===== config.mk =====
export PLATFORM = sky130hd
export DESIGN_NAME = z80_bus_bridge
export DESIGN_NICKNAME = d
export VERILOG_FILES = /design/src/rtl/z80_bus_pkg.sv /design/src/rtl/z80_bus_bridge.sv
export SDC_FILE = /design/constraint.sdc
export NUM_CORES = 1
export LEC_CHECK = 0
export CORE_AREA = 4 4 74 76
export DETAILED_ROUTE_END_ITERATION = 6
export DIE_AREA = 0 0 78 80
export PLACE_DENSITY = 0.77
export SYNTH_ARGS = -nofsm -noshare
export SYNTH_HDL_FRONTEND = slang
export SYNTH_SLANG_ARGS = --single-unit

===== constraint.sdc =====
create_clock -name clk -period 2.1 [get_ports clk]
set_input_delay 0.315 -clock clk [delete_from_list [all_inputs] [get_ports clk]]
set_output_delay 0.315 -clock clk [all_outputs]
set_load 0.05 [all_outputs]

===== src/rtl/z80_bus_pkg.sv =====
// rtl/z80_bus_pkg.sv - shared types and defaults for the tv80s req/ack bus bridge
package z80_bus_pkg;

  typedef enum logic [1:0] {
    IDLE  = 2'd0,
    REQ   = 2'd1,
    DRAIN = 2'd2,
    DONE  = 2'd3
  } state_t;

  localparam logic [7:0] IO_PAGE_DEFAULT     = 8'h10;
  localparam logic [7:0] INTA_VECTOR_DEFAULT = 8'hFF;
  localparam int         WAIT_LIMIT_DEFAULT  = 16;

  typedef struct packed {
    logic [15:0] addr;
    logic [7:0]  wdata;
    logic        we;
    logic        io;
  } bus_cmd_t;

endpackage


===== src/rtl/z80_bus_bridge.sv =====
// rtl/z80_bus_bridge.sv - tv80s strobe bus to synchronous req/ack memory port bridge
module z80_bus_bridge
  import z80_bus_pkg::*;
#(
  parameter logic [7:0] IO_PAGE     = IO_PAGE_DEFAULT,
  parameter logic [7:0] INTA_VECTOR = INTA_VECTOR_DEFAULT,
  parameter int         WAIT_LIMIT  = WAIT_LIMIT_DEFAULT
) (
  input  logic        clk,
  input  logic        reset_n,
  input  logic [15:0] cpu_a,
  input  logic [7:0]  cpu_dout,
  output logic [7:0]  cpu_di,
  input  logic        cpu_mreq_n,
  input  logic        cpu_iorq_n,
  input  logic        cpu_rd_n,
  input  logic        cpu_wr_n,
  input  logic        cpu_m1_n,
  input  logic        cpu_rfsh_n,
  output logic        cpu_wait_n,
  output logic        mem_req,
  output logic        mem_we,
  output logic        mem_io,
  output logic [15:0] mem_addr,
  output logic [7:0]  mem_wdata,
  input  logic [7:0]  mem_rdata,
  input  logic        mem_ack,
  output logic        bus_err
);

  localparam int               CNT_W    = $clog2(WAIT_LIMIT + 1);
  localparam logic [CNT_W-1:0] CNT_LAST = CNT_W'(WAIT_LIMIT - 1);

  state_t           state, state_nx;
  bus_cmd_t         cmd_q, cmd_nx;
  logic             req_q, req_nx;
  logic [7:0]       rdata_q, rdata_nx;
  logic             err_q, err_nx;
  logic [CNT_W-1:0] cnt_q, cnt_nx;

  logic active, inta, strobes;

  assign active  = cpu_rfsh_n & (~cpu_mreq_n | ~cpu_iorq_n) & (~cpu_rd_n | ~cpu_wr_n);
  assign inta    = ~cpu_m1_n & ~cpu_iorq_n;
  assign strobes = active | inta;

  // Combinational so the CPU sees wait in the same cycle its strobe appears.
  assign cpu_wait_n = ~(strobes && (state != DONE));

  assign cpu_di    = rdata_q;
  assign mem_req   = req_q;
  assign mem_we    = cmd_q.we;
  assign mem_io    = cmd_q.io;
  assign mem_addr  = cmd_q.addr;
  assign mem_wdata = cmd_q.wdata;
  assign bus_err   = err_q;

  always_ff @(posedge clk or negedge reset_n) begin
    if (!reset_n) begin
      state   <= IDLE;
      cmd_q   <= '0;
      req_q   <= 1'b0;
      rdata_q <= 8'hFF;
      err_q   <= 1'b0;
      cnt_q   <= '0;
    end else begin
      state   <= state_nx;
      cmd_q   <= cmd_nx;
      req_q   <= req_nx;
      rdata_q <= rdata_nx;
      err_q   <= err_nx;
      cnt_q   <= cnt_nx;
    end
  end

  always_comb begin
    state_nx = state;
    cmd_nx   = cmd_q;
    req_nx   = req_q;
    rdata_nx = rdata_q;
    err_nx   = err_q;
    cnt_nx   = cnt_q;

    case (state)
      IDLE: begin
        if (inta) begin
          rdata_nx = INTA_VECTOR;
          state_nx = DONE;
        end else if (active) begin
          cmd_nx.addr  = ~cpu_iorq_n ? {IO_PAGE, cpu_a[7:0]} : cpu_a;
          cmd_nx.io    = ~cpu_iorq_n;
          cmd_nx.we    = ~cpu_wr_n;
          cmd_nx.wdata = cpu_dout;
          req_nx       = 1'b1;
          cnt_nx       = '0;
          state_nx     = REQ;
        end
      end

      REQ: begin
        // A late ack wins over the timeout firing in the same cycle.
        if (mem_ack) begin
          req_nx = 1'b0;
          if (!cmd_q.we) begin
            rdata_nx = mem_rdata;
          end
          state_nx = strobes ? DONE : IDLE;
        end else if (!strobes) begin
          state_nx = DRAIN;
        end else if (cnt_q == CNT_LAST) begin
          req_nx   = 1'b0;
          rdata_nx = 8'hFF;
          err_nx   = 1'b1;
          state_nx = DONE;
        end else begin
          cnt_nx = cnt_q + 1'b1;
        end
      end

      // The CPU has left; keep req up until the memory side finishes.
      DRAIN: begin
        if (mem_ack) begin
          req_nx   = 1'b0;
          state_nx = IDLE;
        end
      end

      DONE: begin
        if (!strobes) begin
          state_nx = IDLE;
        end
      end

      default: state_nx = IDLE;
    endcase
  end

endmodule


== After elaboration in Yosys (flattened, before gate mapping) ==
Index checks and enable logic that the tools add are counted.
W data, S select, Z words.
Storage, ports and cells
  input bits: 41
  flip-flop bits (word level): 43
Cells by class
  equality and inequality tests: 18
  $add $sub $neg: 1
  bitwise gates (word level): 14
  muxes and demuxes: 29
  reduce and logical (&&, ||, !) cells: 10
Operators by type and width (number)
  $mux W8: 5
  $mux W5: 5
  $ne A2 B2 Y1 const B: 9
  $mux W16: 1
  $mux W2: 8
  $pmux W8 S2: 1
  $ne A3 B3 Y1 const B: 4
  $reduce_and A6 Y1: 2
  $pmux W5 S2: 1
  $not A1 Y1: 8
  $pmux W2 S4: 1
  $reduce_and A4 Y1: 2
  $mux W1: 6
  $add A5 B1 Y5 const B: 1
  $eq A5 B4 Y1 const B: 1
  $reduce_and A5 Y1: 1
  $eq A2 B2 Y1 const B: 2
  $ne A4 B4 Y1 const B: 1
  $and A1 B1 Y1: 3
  $or A1 B1 Y1: 3
  $pmux W1 S3: 1
  $reduce_and A3 Y1: 1
  $reduce_bool A3 Y1: 1
  $eq A2 B1 Y1 const B: 1
  3 further kinds: 3

== Depth between registers and ports, before layout ==
Gate-level depths: netlist of run 1.
  depth after elaboration: 8
  mapped depth: 8
  depth with buffers taken out: 7

== Least setup slack after synthesis of run 1 ==
Ideal clock, no wire load.
  kind: reg2reg
  start point: register cnt_q[0]
  end point: register state[1]
  slack: 0.221 ns
  arrival: 1.751 ns
  period minus slack after synthesis: 1.879 ns
  stages on the path, launching flop included: 8
  path through: dfrtp_1 -> ha_1 -> and3_1 -> ha_1 -> nor2_1 -> nor3_1 -> mux2_2 -> mux2_1
Between the ends
  cells in the longest elaborated chain, start to end: 3
Ends and longest elaborated chain
  from (decl): RTL line z80_bus_bridge.sv:39  | logic [CNT_W-1:0] cnt_q, cnt_nx;
  from (signal assigned): RTL line z80_bus_bridge.sv:72  | cnt_q <= cnt_nx;
  $eq A5 B4 Y1: RTL line z80_bus_bridge.sv:110  | end else if (cnt_q == CNT_LAST) begin
  $ne A4 B4 Y1 (no source line)
  $reduce_and A4 Y1 (no source line)
  to (signal assigned): RTL line z80_bus_bridge.sv:67  | state <= state_nx;
  to (decl): RTL line z80_bus_bridge.sv:34  | state_t state, state_nx;
Every way passes these cells.
A chain may end at the register's enable or synchronous reset.

== Worst setup path after layout of run 1 ==
  start point: input port cpu_rfsh_n
  end point: output port cpu_wait_n
Between the ends
  cells in the longest elaborated chain, start to end: 5
Ends and longest elaborated chain
  from (decl): RTL line z80_bus_bridge.sv:19  | input logic cpu_rfsh_n,
  $and A1 B1 Y1 (2 in a row): RTL line z80_bus_bridge.sv:43  | assign active = cpu_rfsh_n & (~cpu_mreq_n | ~cpu_iorq_n) & (~cpu_rd_n | ~cpu_wr_n);
  $or A1 B1 Y1: RTL line z80_bus_bridge.sv:45  | assign strobes = active | inta;
  $logic_and A1 B1 Y1: RTL line z80_bus_bridge.sv:48  | assign cpu_wait_n = ~(strobes && (state != DONE));
  $not A1 Y1: RTL line z80_bus_bridge.sv:48
  to (decl): RTL line z80_bus_bridge.sv:20  | output logic cpu_wait_n,
Every way passes these cells.

==> impl_metrics.ini, run 1 <==
[run_status]
status = completed

[route]
avgViaCountPerCell = 4.80
drcViolationCount = 0
drtIter0Drc = 39
num_vias = 1569
wl_per_cell_microns = 13.5
wirelength_microns = 4420
dr.pass1.iters = 4
ant_nets = 0

[sta]
drv_slew = 0
finalCritPeriodShare = 0.989
slew_headroom = 0.646
setup_tns_ns = 0
worst_pin_slew_ns = 0.529
grt_setup_unrepaired = no
setup_slack_ns = 0.0223
hold_ws_ns = 0.0897
fmax_mhz = 481
period_needed_ns = 2.08
report.final.hold_viol_count = 0
setup_viol = 0
skew_ns = 0.00363

[yosys]
avgSynthCellArea_sq_um = 11.9
synth_cell_type_count = 35
synth.most_common_cell = dfrtp_1
synth-edff-count = 0
synth_commonest_cells = 35 x dfrtp_1, 22 x nand2_1, 11 x o21ai_1
synthDominantCellAreaShare = 0.437
async_reset_ff_frac = 1.00
synth.yosys.seq_area_share = 0.542
synth_top_cell_by_area = dfrtp_1
ys_ff_latch = 43
syn_inst = 168
synth-main-ff-cell = dfrtp_1
syn_nets = 215
synth_area_leaders = dfrtp_1 44%, dfstp_2 10%, mux2_4 6.7%
syn_area_sq_um = 2000
synth_warnings = 0

[placed_design]
hpwl_microns = 3400
numPortBuffers = 77
placedCellCount = 317
gp_congestion = 0.771
place_worst_setup_slack_ns = -0.0116

[clock_tree]
numCtsBuffers = 5
h-tree-depth = 2
clockRootBuffer = clkbuf_8
clk_path_buf_depth = 2
cts_tree = yes
clk-insertion-delay-late_ns = 0.29
path_clk_slew_ns = 0.08
postCtsHoldBufs = 0
cts_sinks = 43

[layout]
diodes = 0
utilization = 0.642
nFillCells = 388
nets = 306
area_delta_synth_final_pct = 51.3
drive_gt1_frac = 0.196
layout.cells.non_filler = 327

[setup_path]
cp_top_family = buffers and inverters
slowest_stage = clkdlybuf4s50_1
startpoint_type = input pin
rrSetupSlack_ns = 0.17
cp_max_fo = 3
critPathBufInv = 2
arrival_ns = 1.76
crit_required_ns = 1.78
crit_type = input pin to primary output
critPathMaxStageDelay_ns = 0.44
critPathCaptureType = primary output
crit_chain = clkdlybuf4s50_1, a21bo_2, o21ai_2, nand2_2, or2_2, buf_12

[global_route]
first_global_vias = 1628
grt_overflow = 0
antenna_found_initial = 0
grt_usage = 0.151
grt_pass1_wl_microns = 7510
grt_max_degree = 44

[pwr]
leakagePower_nw = 1.32
power_density_nw_per_um2 = 1600
irDropWorstVdd_mv = 0.823

[die]
die_h_microns = 80
start_util = 0.424
rows = 25
fp.dieW_microns = 78
pin_count = 78
core_area_sq_um = 4720
dieArea_sq_um = 6240

[hold_path]
min_path_type = input pin to async pin

[run]
cap_violations = 0
==> worst register-to-register path, cell delays in order, from the launching register on <==
cell and delay (ns):
dfrtp_1 0.40, ha_1 0.21, and3_1 0.19, ha_1 0.22, nor2_2 0.14, nor3_1 0.07, mux2_2 0.29, mux2_1 0.31
==> flip-flops by register name (all words and copies together) (netlist names) <==
register	count
cpu_di	8
state	2
bus_err	1
cnt_q	5
mem_req	1
mem_addr	16
mem_wdata	8
mem_we	1
mem_io	1
==> what timing repair did <==
item | CTS | global route
setup buffers | 0 | 2
setup endpoints to repair | 0 | 5
gates resized for setup | 0 | 2
==> metrics by stage <==
step | cell area [sq um] | total power [W]
2_1_floorplan | 2000 | 0.00337
3_3_place_gp | 2930 | 0.00433
3_5_place_dp | 2930 | 0.00437
4_1_cts | 3010 | 0.00490
5_1_grt | 3030 | 0.00516
6_report | 3030 | 0.00485
==> placed cells by master (no fill, tap or decap), types with 2 or more instances in the layout <==
cell type        count
clkdlybuf4s50_1     75
dfrtp_1             35
nand2_1             21
buf_4               14
o21ai_1             11
mux2_1               9
mux2_4               9
o22a_1               8
dfstp_2              8
inv_1                6
ha_1                 6
nor2_1               5
nor3_1               5
clkbuf_8             5
nand3_1              3
o211ai_1             3
or3b_1               3
mux2i_1              3
and3_1               2
o21ai_2              2
nand2_2              2
nand2b_1             2
nor2b_1              2
a211o_1              2
o21bai_1             2
buf_12               2
==> worst paths after layout <==
kind	depth (start not counted)	endpoint	startpoint
worst min register to register	1	bus_err$_DFFE_PN0P_	bus_err$_DFFE_PN0P_
max in group asynchronous	2	cpu_di[1]$_DFFE_PN1P_	reset_n
worst min-delay path	2	mem_wdata[7]$_DFFE_PN0P_	reset_n
worst max register to register	7	state[1]$_DFFE_PN0P_	cnt_q[1]$_DFFE_PN0P_
min in group clk	1	bus_err$_DFFE_PN0P_	bus_err$_DFFE_PN0P_
worst max-delay path	6	cpu_wait_n	cpu_rfsh_n
==> cells by family (layout without fill, tap and decap cells) <==
family                     Yosys count  after routing  share of synthesized area
buffers and inverters               14            106                     0.0350
adders and majority gates            6              6                     0.0375
DFF                                 43             43                      0.542
and+or+nand+nor                     48             48                      0.115
AOI/OAI and AO/OA                   35             35                      0.132
muxes                               22             22                      0.139
==> report_power, final <==
group	switching [W]	internal [W]
Sequential	0.000206	0.00123
Clock	0.000272	0.000232
Combinational	0.00176	0.00115
Total	0.00224	0.00261
==> cell type report <==
class	instances	area (sq um)	share of cell area
sequential	43	1090	0.358
timing repair buffer	92	901	0.297
multi-input combinational	111	852	0.281
tap	67	83.8	0.0277
clock buffer	6	72.6	0.0239
inverter	6	22.5	0.00743
clock inverter	2	12.5	0.00413
==> routing by layer <==
layer,track usage,part of all wire
met1,0.188,0.45
met2,0.247,0.47
met3,0.0609,0.078
met4,0.0350,0.0057
met5,0,0
Note: power is estimated with default switching activity, not from simulation.
==> inputs of run 2 (changes only) <==
Settings changed: CORE_AREA 4 4 74 76 to 4 4 95 97, DIE_AREA 0 0 78 80 to 0 0 99 101, PLACE_DENSITY 0.77 to 0.49.
==> run 2 against run 1 <==
Compared with the run above: sequential share of layout area fell by 1.4 points; core utilization fell by 25 points; maximum frequency rose by 3.3%; global-route usage fell by 4.8 points; critical endpoint unchanged.
==> impl_metrics.ini, run 2 (synthesis results as in run 1) <==
[route]
wirelength_microns = 4900
ant_nets = 0
drcViolationCount = 0
drtIter0Drc = 14
dr.pass1.iters = 3
avgViaCountPerCell = 4.26
wl_per_cell_microns = 13.3
num_vias = 1573

[placed_design]
numPortBuffers = 77
postPlaceCellArea_sq_um = 3020
hpwl_microns = 3810
gp_congestion = 0.727
placedCellCount = 359

[die]
dieArea_sq_um = 10000
fp.dieW_microns = 99
die_h_microns = 101
pin_count = 78
rows = 33
start_util = 0.246
core_area_sq_um = 8130

[setup_path]
cp_top_family = buffers and inverters
critPathMaxStageDelay_ns = 0.45
slowest_stage = clkdlybuf4s50_1
crit_required_ns = 1.78
cp_max_fo = 4
crit_type = input pin to primary output
startpoint_type = input pin
critPathBufInv = 2
arrival_ns = 1.70
critPathCaptureType = primary output
crit_chain = clkdlybuf4s50_1, a21bo_4, o21ai_4, nand2_2, or2_4, buf_12

[sta]
fmax_mhz = 497
setup_viol = 0
finalCritPeriodShare = 0.958
hold_ws_ns = 0.470
period_needed_ns = 2.01
skew_ns = 0.00515
worst_pin_slew_ns = 0.520
slew_headroom = 0.652
drv_slew = 0
report.final.hold_viol_count = 0
grt_setup_unrepaired = no

[pwr]
irDropWorstVdd_mv = 0.681
power_density_nw_per_um2 = 1570
leakagePower_nw = 1.35

[global_route]
grt_pass1_wl_microns = 8300
grt_max_degree = 19
grt_usage = 0.103
grt_overflow = 0
antenna_found_initial = 0
first_global_vias = 1722

[layout]
largest_reg_flops = 16
final_common_cell = clkdlybuf4s50_1
fin_area_sq_um = 3150
nets = 310
diodes = 0
utilization = 0.387
area_delta_synth_final_pct = 57.3
final_cell_mix = 75 x clkdlybuf4s50_1, 35 x dfrtp_1, 21 x nand2_1, 16 x buf_4, 11 x o21ai_1
layout.cells.non_filler = 369
nFillCells = 813
drive_gt1_frac = 0.208

[clock_tree]
path_clk_slew_ns = 0.08
clk-insertion-delay-late_ns = 0.29
cts_tree = yes
h-tree-depth = 2
clk_path_buf_depth = 2
numCtsBuffers = 5
cts_sinks = 43
clockRootBuffer = clkbuf_8

[run_status]
status = completed

[hold_path]
min_path_type = input pin to async pin

[run]
cap_violations = 0
run 2: layout make-up:
type                    count  area (sq um)  share of cell area
inverters                   6          22.5             0.00715
clock buffers               7          86.3              0.0274
multi-input cells         111           871               0.276
flip-flops and latches     43          1090               0.345
clock inverters             1          8.76             0.00278
repair buffers             96           946               0.300
well taps                 105           131              0.0417
run 2: per-stage QoR:
step / setup TNS (ns) / setup WS [ns] / total power (W)
3_5_place_dp: -0.0853 / -0.0414 / 0.00443
4_1_cts: 0 / 0.0142 / 0.00503
2_1_floorplan: 0 / 0.221 / 0.00337
5_1_grt: 0 / 0.0336 / 0.00528
3_3_place_gp: -0.0192 / -0.0188 / 0.00441
6_report: 0 / 0.0890 / 0.00496
run 2: per-layer routing:
metal  GRT usage  vias up  share of wire
met2       0.169       54           0.47
li1            -      778              -
met5           0        -              0
met3      0.0318        4          0.075
met4      0.0284        0         0.0059
met1       0.133      737           0.45
run 2: worst reg2reg max path, cell delays in order (launching register included):
cell     delay, ns
dfrtp_1       0.40
ha_1          0.21
and3_1        0.19
ha_2          0.20
nor2_2        0.13
nor3_1        0.06
mux2_2        0.29
mux2_1        0.32
run 2: timing repair:
action                                 CTS  global route
endpoints found under the hold margin   15             0
gates resized for setup                  1             5
setup buffers                            0             1
hold buffers                             1             0
pin swaps                                0             2
setup endpoints to repair                1             6
run 2: final timing paths:
check | from | to | slack [ns] | cells after the start
max in group asynchronous | reset_n | cpu_di[7]$_DFFE_PN1P_ | 1.02 | 3
worst max-delay path | cpu_rfsh_n | cpu_wait_n | 0.09 | 6
worst max register to register | cnt_q[1]$_DFFE_PN0P_ | state[1]$_DFFE_PN0P_ | 0.20 | 7
worst min-delay path | reset_n | mem_wdata[3]$_DFFE_PN0P_ | 0.47 | 2
min in group clk | bus_err$_DFFE_PN0P_ | bus_err$_DFFE_PN0P_ | 0.48 | 1
worst min register to register | bus_err$_DFFE_PN0P_ | bus_err$_DFFE_PN0P_ | 0.48 | 1
run 2: where the power goes:
group          internal [W]  total, W  switching, W
clock network      0.000270  0.000559      0.000289
logic               0.00118   0.00296       0.00178
registers           0.00123   0.00144      0.000207
total               0.00268   0.00496       0.00228
==> inputs of run 3 (changes only) <==
Settings changed: ABC_AREA set to 1, CORE_AREA 4 4 95 97 to 4 4 98 100, DIE_AREA 0 0 99 101 to 0 0 102 104, PLACE_DENSITY 0.49 to 0.48.
==> run 3 against run 2 <==
Compared with the run above: sequential share of layout area up 0.21 points; via count is 17% higher; hold slack lost 0.41 ns; cell count up 20%; clock skew grew 0.011 ns; critical endpoint is now cpu_di[5]; largest power group unchanged; highest routed layer unchanged.
==> impl_metrics.ini, run 3 <==
[sta]
skew_ns = 0.0157
finalCritPeriodShare = 0.931
grt_setup_unrepaired = no
hold_ws_ns = 0.0617
drv_slew = 0
period_needed_ns = 1.96
slew_headroom = 0.627
setup_viol = 0
worst_pin_slew_ns = 0.559
report.final.hold_viol_count = 0
setup_tns_ns = 0
fmax_mhz = 511

[clock_tree]
clk-insertion-delay-late_ns = 0.30
clk_path_buf_depth = 2
path_clk_slew_ns = 0.09
clockRootBuffer = clkbuf_8
cts_sinks = 43
cts_tree = yes
h-tree-depth = 2
numCtsBuffers = 5
post_cts_buffers = 0
cts_resized = 0
postCtsHoldBufs = 0

[placed_design]
numPortBuffers = 77
gp_congestion = 0.809
hpwl_microns = 4000

[global_route]
first_global_vias = 1902
grt_max_degree = 44
grt_overflow = 0
antenna_found_initial = 0
grt_usage = 0.105
grt_pass1_wl_microns = 9050

[yosys]
syn_inst = 249
avgSynthCellArea_sq_um = 8.61
synthDominantCellAreaShare = 0.408
synth_warnings = 0
ys_ff_latch = 43
syn_nets = 296
synth_cell_type_count = 29
synth-main-ff-cell = dfrtp_1
async_reset_ff_frac = 1.00
synth-edff-count = 0
synth.most_common_cell = nand2_1
synth_commonest_cells = 111 x nand2_1, 35 x dfrtp_1, 19 x nor2_1
synth_area_leaders = dfrtp_1 41%, nand2_1 19%, dfstp_2 9.8%
synth.yosys.seq_area_share = 0.506
synth_top_cell_by_area = dfrtp_1
syn_area_sq_um = 2140

[setup_path]
crit_required_ns = 1.78
arrival_ns = 1.64
cp_top_family = buffers and inverters
critPathBufInv = 1
critPathCaptureType = primary output
crit_chain = clkdlybuf4s50_1
crit_type = register to primary output
critPathMaxStageDelay_ns = 0.80
startpoint_type = register
slowest_stage = clkdlybuf4s50_1
cp_max_fo = 2

[die]
rows = 34
dieArea_sq_um = 10600
start_util = 0.247
pin_count = 78
core_area_sq_um = 8680
fp.dieW_microns = 102
die_h_microns = 104

[route]
drcViolationCount = 0
wl_per_cell_microns = 12.1
drt-met1-wl_microns = 2540
num_vias = 1843
route.met3.wl_microns = 466
drtIter0Drc = 54
dr_wl_met2_microns = 2260
ant_nets = 0
dr.pass1.iters = 4
avgViaCountPerCell = 4.17
routed.top_layer = met4
wirelength_microns = 5350

[hold_path]
min_path_type = input pin to async pin

[layout]
drive_gt1_frac = 0.162
nets = 380
area_delta_synth_final_pct = 46.1
utilization = 0.361
multi_input_area_sq_um = 937
nFillCells = 949
final_cell_mix = 111 x nand2_1, 75 x clkdlybuf4s50_1, 35 x dfrtp_1, 19 x nor2_1, 13 x nand3_1
seq_area_sq_um = 1090
diodes = 0
largest_reg_flops = 16
final_common_cell = nand2_1

[pwr]
p_sw_frac = 0.505
p_switching_w = 0.00262
p_int_w = 0.00257
finalPower_w = 0.00519
leakagePower_nw = 1.49
power_frac_comb = 0.610
pwr-share-seq = 0.284
p_clk_frac = 0.106
power_density_nw_per_um2 = 1660
irDropWorstVdd_mv = 0.429

[run_status]
status = completed

[run]
cap_violations = 0
[run 3: cell families (layout without fill, tap and decap cells)]
group,count (synthesis),count (layout),share of synthesized area
flops,43,43,0.506
xor+xnor,1,1,0.00408
compound gates,12,12,0.0449
buf+inv,21,106,0.0566
simple gates,166,166,0.353
fa+ha+maj,6,6,0.0350
[run 3: metal layers]
metal	global-route usage	up-vias
li1	-	940
met1	0.142	838
met2	0.159	60
met3	0.0268	5
met4	0.0394	0
met5	0	-
[run 3: area by class of cell]
| cell class | count | area share |
|---|---|---|
| flip-flops and latches | 43 | 0.347 |
| repair buffers | 83 | 0.262 |
| clock inverters | 3 | 0.00759 |
| well taps | 108 | 0.0431 |
| multi-input cells | 185 | 0.299 |
| clock buffers | 5 | 0.0220 |
| inverters | 15 | 0.0196 |
[run 3: worst paths after layout]
check,startpoint,endpoint,slack [ns],cells past startpoint
setup / recovery,cpu_di[5]$_DFFE_PN1P_,cpu_di[5],0.14,1
hold / removal,reset_n,state[1]$_DFFE_PN0P_,0.06,2
setup reg to reg,cnt_q[0]$_DFFE_PN0P_,cpu_di[4]$_DFFE_PN1P_,0.22,11
hold reg to reg,cpu_di[5]$_DFFE_PN1P_,cpu_di[5]$_DFFE_PN1P_,0.48,2
max in group asynchronous,reset_n,mem_wdata[1]$_DFFE_PN0P_,1.62,2
min in group clk,cpu_di[5]$_DFFE_PN1P_,cpu_di[5]$_DFFE_PN1P_,0.48,2
[run 3: per-stage QoR]
step / setup slack, ns / cell area (sq um) / instances
after floorplan: 0.512 / 2140 / 249
after detailed placement: 0.237 / 3040 / 434
final: 0.145 / 3130 / 442
after global routing: 0.0723 / 3130 / 442
after global placement: 0.243 / 3040 / 434
after CTS: 0.115 / 3130 / 442
[run 3: power groups by stage]
stage	registers (W)	logic [W]	clock network, W
after global routing	0.00153	0.00341	0.000625
after floorplan	0.00264	0.00104	0
final	0.00148	0.00317	0.000551
after detailed placement	0.00150	0.00321	0
after CTS	0.00149	0.00322	0.000590
after global placement	0.00150	0.00319	0
==> RTL change (config.mk and constraints of run 3) <==
`WAIT_LIMIT_DEFAULT`: 16 -> 32.
--- a/src/rtl/z80_bus_pkg.sv
+++ b/src/rtl/z80_bus_pkg.sv
@@ -12,3 +12,3 @@
   localparam logic [7:0] INTA_VECTOR_DEFAULT = 8'hFF;
-  localparam int         WAIT_LIMIT_DEFAULT  = 16;
+  localparam int         WAIT_LIMIT_DEFAULT  = 32;
 
Formal check against the unedited RTL: no difference found for any inputs over 4 cycles, from zero or initial values and one cycle with reset_n low; that may be too few to reach the edited logic, so the function may still have changed.
==> RTL change against run 3 <==
Synthesized cell count is 2.8% lower. Non-clock buffer count grew 4. Synthesized area down 0.53%. Setup slack worse by 0.0027 ns. Critical endpoint unchanged. Global-route usage is essentially flat. Highest routed layer unchanged. Clock power up 16%. Power increased by 3.5%. Sequential cell count rose by 1. Core utilization grew 0.68 points. Routed wire length grew 0.37%. Cell area rose by 1.9%.
==> RTL change: results (changes against run 3) <==
status=completed (unchanged); Max-Cap Viols=0 (unchanged); Placed Cells=429 (was 434); Synth Area per Inst=8.815 um^2 (was 8.613 um^2); CTS max path bufs=2 (unchanged); port buffer count=77 (unchanged); synth warn=0 (unchanged); Arr. time, crit path=1.64 ns (about the same); number of standard cells in the final layout excluding fillers=438 (was 442); number of global-route vias before repair=1,786 (was 1,902); Inserted Clock Buffers=5 (unchanged); clock skew=0.008662 ns (was 0.01574 ns); initial detailed-routing violation count=64 (was 54); root buf cell=clkbuf_8 (unchanged); R2R depth=8 (was 11); initial antenna violation count=0 (unchanged); synth top area cells=dfrtp_1 42%, nand2_1 17%, dfstp_2 9.9% (was dfrtp_1 41%, nand2_1 19%, dfstp_2 9.8%); GRT Util Overall=0.1048 (was 0.1047); Clk pin slew, worst setup/hold paths=0.08 ns; diode count=0 (unchanged); Hold Crit Class=flop to flop (was input port to async pin); first-pass GRT wire length=8818 um (was 9045 um); Leak Pwr=1.499 nW (was 1.486 nW); max FFs per register=16 (unchanged); Async SR Flop Fraction=1.000 (unchanged); VDD IR max=0.0006000 V (was 0.0004286 V); hold path cells=2; Nets=375 (was 380); worst-margin pin slew=0.5160 ns (was 0.5594 ns); Placer Congestion=0.8027 (was 0.8093); syn nets=288 (was 296); WL per Instance=12.25 um (was 12.10 um); Netlist cell types=28 (was 29); largest stage delay on the critical path=0.80 ns (about the same); critical path's slowest cell=clkdlybuf4s50_1 (unchanged); share of layout cells above drive strength 1=0.1636 (was 0.1617); post_cts resized=0 (unchanged); CP delay by family, top=buffers and inverters (unchanged); Worst-Skew Late Latency=0.30 ns (about the same); Detailed Routing Iterations Pass 1=4 (unchanged); Commonest cells post-synth=96 x nand2_1, 36 x dfrtp_1, 20 x nor2_1 (was 111 x nand2_1, 35 x dfrtp_1, 19 x nor2_1); sequential fraction of the synthesis area=0.5208 (was 0.5064); via/cell ratio=4.153 (was 4.170); fillers=921 (was 949); htree depth=2 (unchanged); largest net degree at the start of global routing=45 (was 44); peak fanout along the critical path=2 (unchanged); DP Wirelength=4075 um (was 4003 um); post-CTS setup buffer count=0 (unchanged); Net Sw Power=0.002594 W (was 0.002624 W)
## RTL change: changes by cell type after synthesis, sizes merged, moves of 3 or more
cell,before,now
o21ai,9,14
inv,14,17
nand3,14,10
a22o,0,7
nand4,2,5
nand2,124,103
## RTL change: power by group through the flow
stage	Clock (W)	Combinational (W)	Sequential, W
after global routing	0.000708	0.00346	0.00157
final	0.000640	0.00322	0.00151
after CTS	0.000673	0.00327	0.00152
after detailed placement	0	0.00327	0.00152
after floorplan	0	0.00104	0.00266
after global placement	0	0.00325	0.00153
## RTL change: final timing paths
check                             start            to  slack [ns]
min in group asynchronous       reset_n      cnt_q[2]        0.51
min reg2reg                mem_wdata[5]  mem_wdata[5]        0.48
max                           cpu_di[5]     cpu_di[5]        0.14
min                        mem_wdata[5]  mem_wdata[5]        0.48
max in group asynchronous       reset_n     cpu_di[5]        1.30
max reg2reg                    state[1]     cpu_di[2]        0.40
## RTL change: cell families (layout without fill, tap and decap cells)
kind of cell,after synthesis,after routing,share of synthesized area
xor gates and xnor gates,1,1,0.004106
adders and majority gates,5,5,0.02933
AOI/OAI and AO/OA,24,24,0.08740
buffers and inverters,24,112,0.06041
DFF,44,44,0.5208
and+or+nand+nor,144,144,0.2979
## RTL change: per-stage QoR
stage	hold WS (ns)	instance area (um^2)	total power [W]	worst slack (ns)
floorplan	0.01941	2133	0.003705	0.6042
global placement	0.3157	3074	0.004781	0.2103
detailed placement	0.3147	3074	0.004789	0.2092
CTS	0.4799	3192	0.005466	0.1095
global route	0.4914	3192	0.005740	0.08684
finish	0.4777	3192	0.005374	0.1419
## RTL change: metal layers
| layer | track usage | wire [um] |
|---|---|---|
| met3 | 0.03421 | 271 |
| met5 | 0 | 0 |
| met1 | 0.1348 | 2459 |
| met2 | 0.1662 | 2584 |
| met4 | 0.03093 | 52 |
## RTL change: worst reg2reg max path: stages (launching register included)
cell and delay, ns:
dfrtp_1 0.43, inv_1 0.10, ha_1 0.32, buf_4 0.20
nand4_1 0.16, nand3_2 0.15, buf_12 0.16, nand2_1 0.08
o21ai_2 0.05
## RTL change: layout make-up
type                            count  share of cell area
Sequential cell                    44              0.3481
Multi-Input combinational cell    174              0.2799
Timing Repair Buffer               87              0.2752
Tap cell                          108             0.04234
Clock buffer                        6             0.02274
Inverter                           17             0.02078
Clock inverter                      2             0.01098
## RTL change: timing repair
action	CTS	global route
hold buffers	1	0
endpoints found under the hold margin	36	0
setup endpoints to repair	0	0
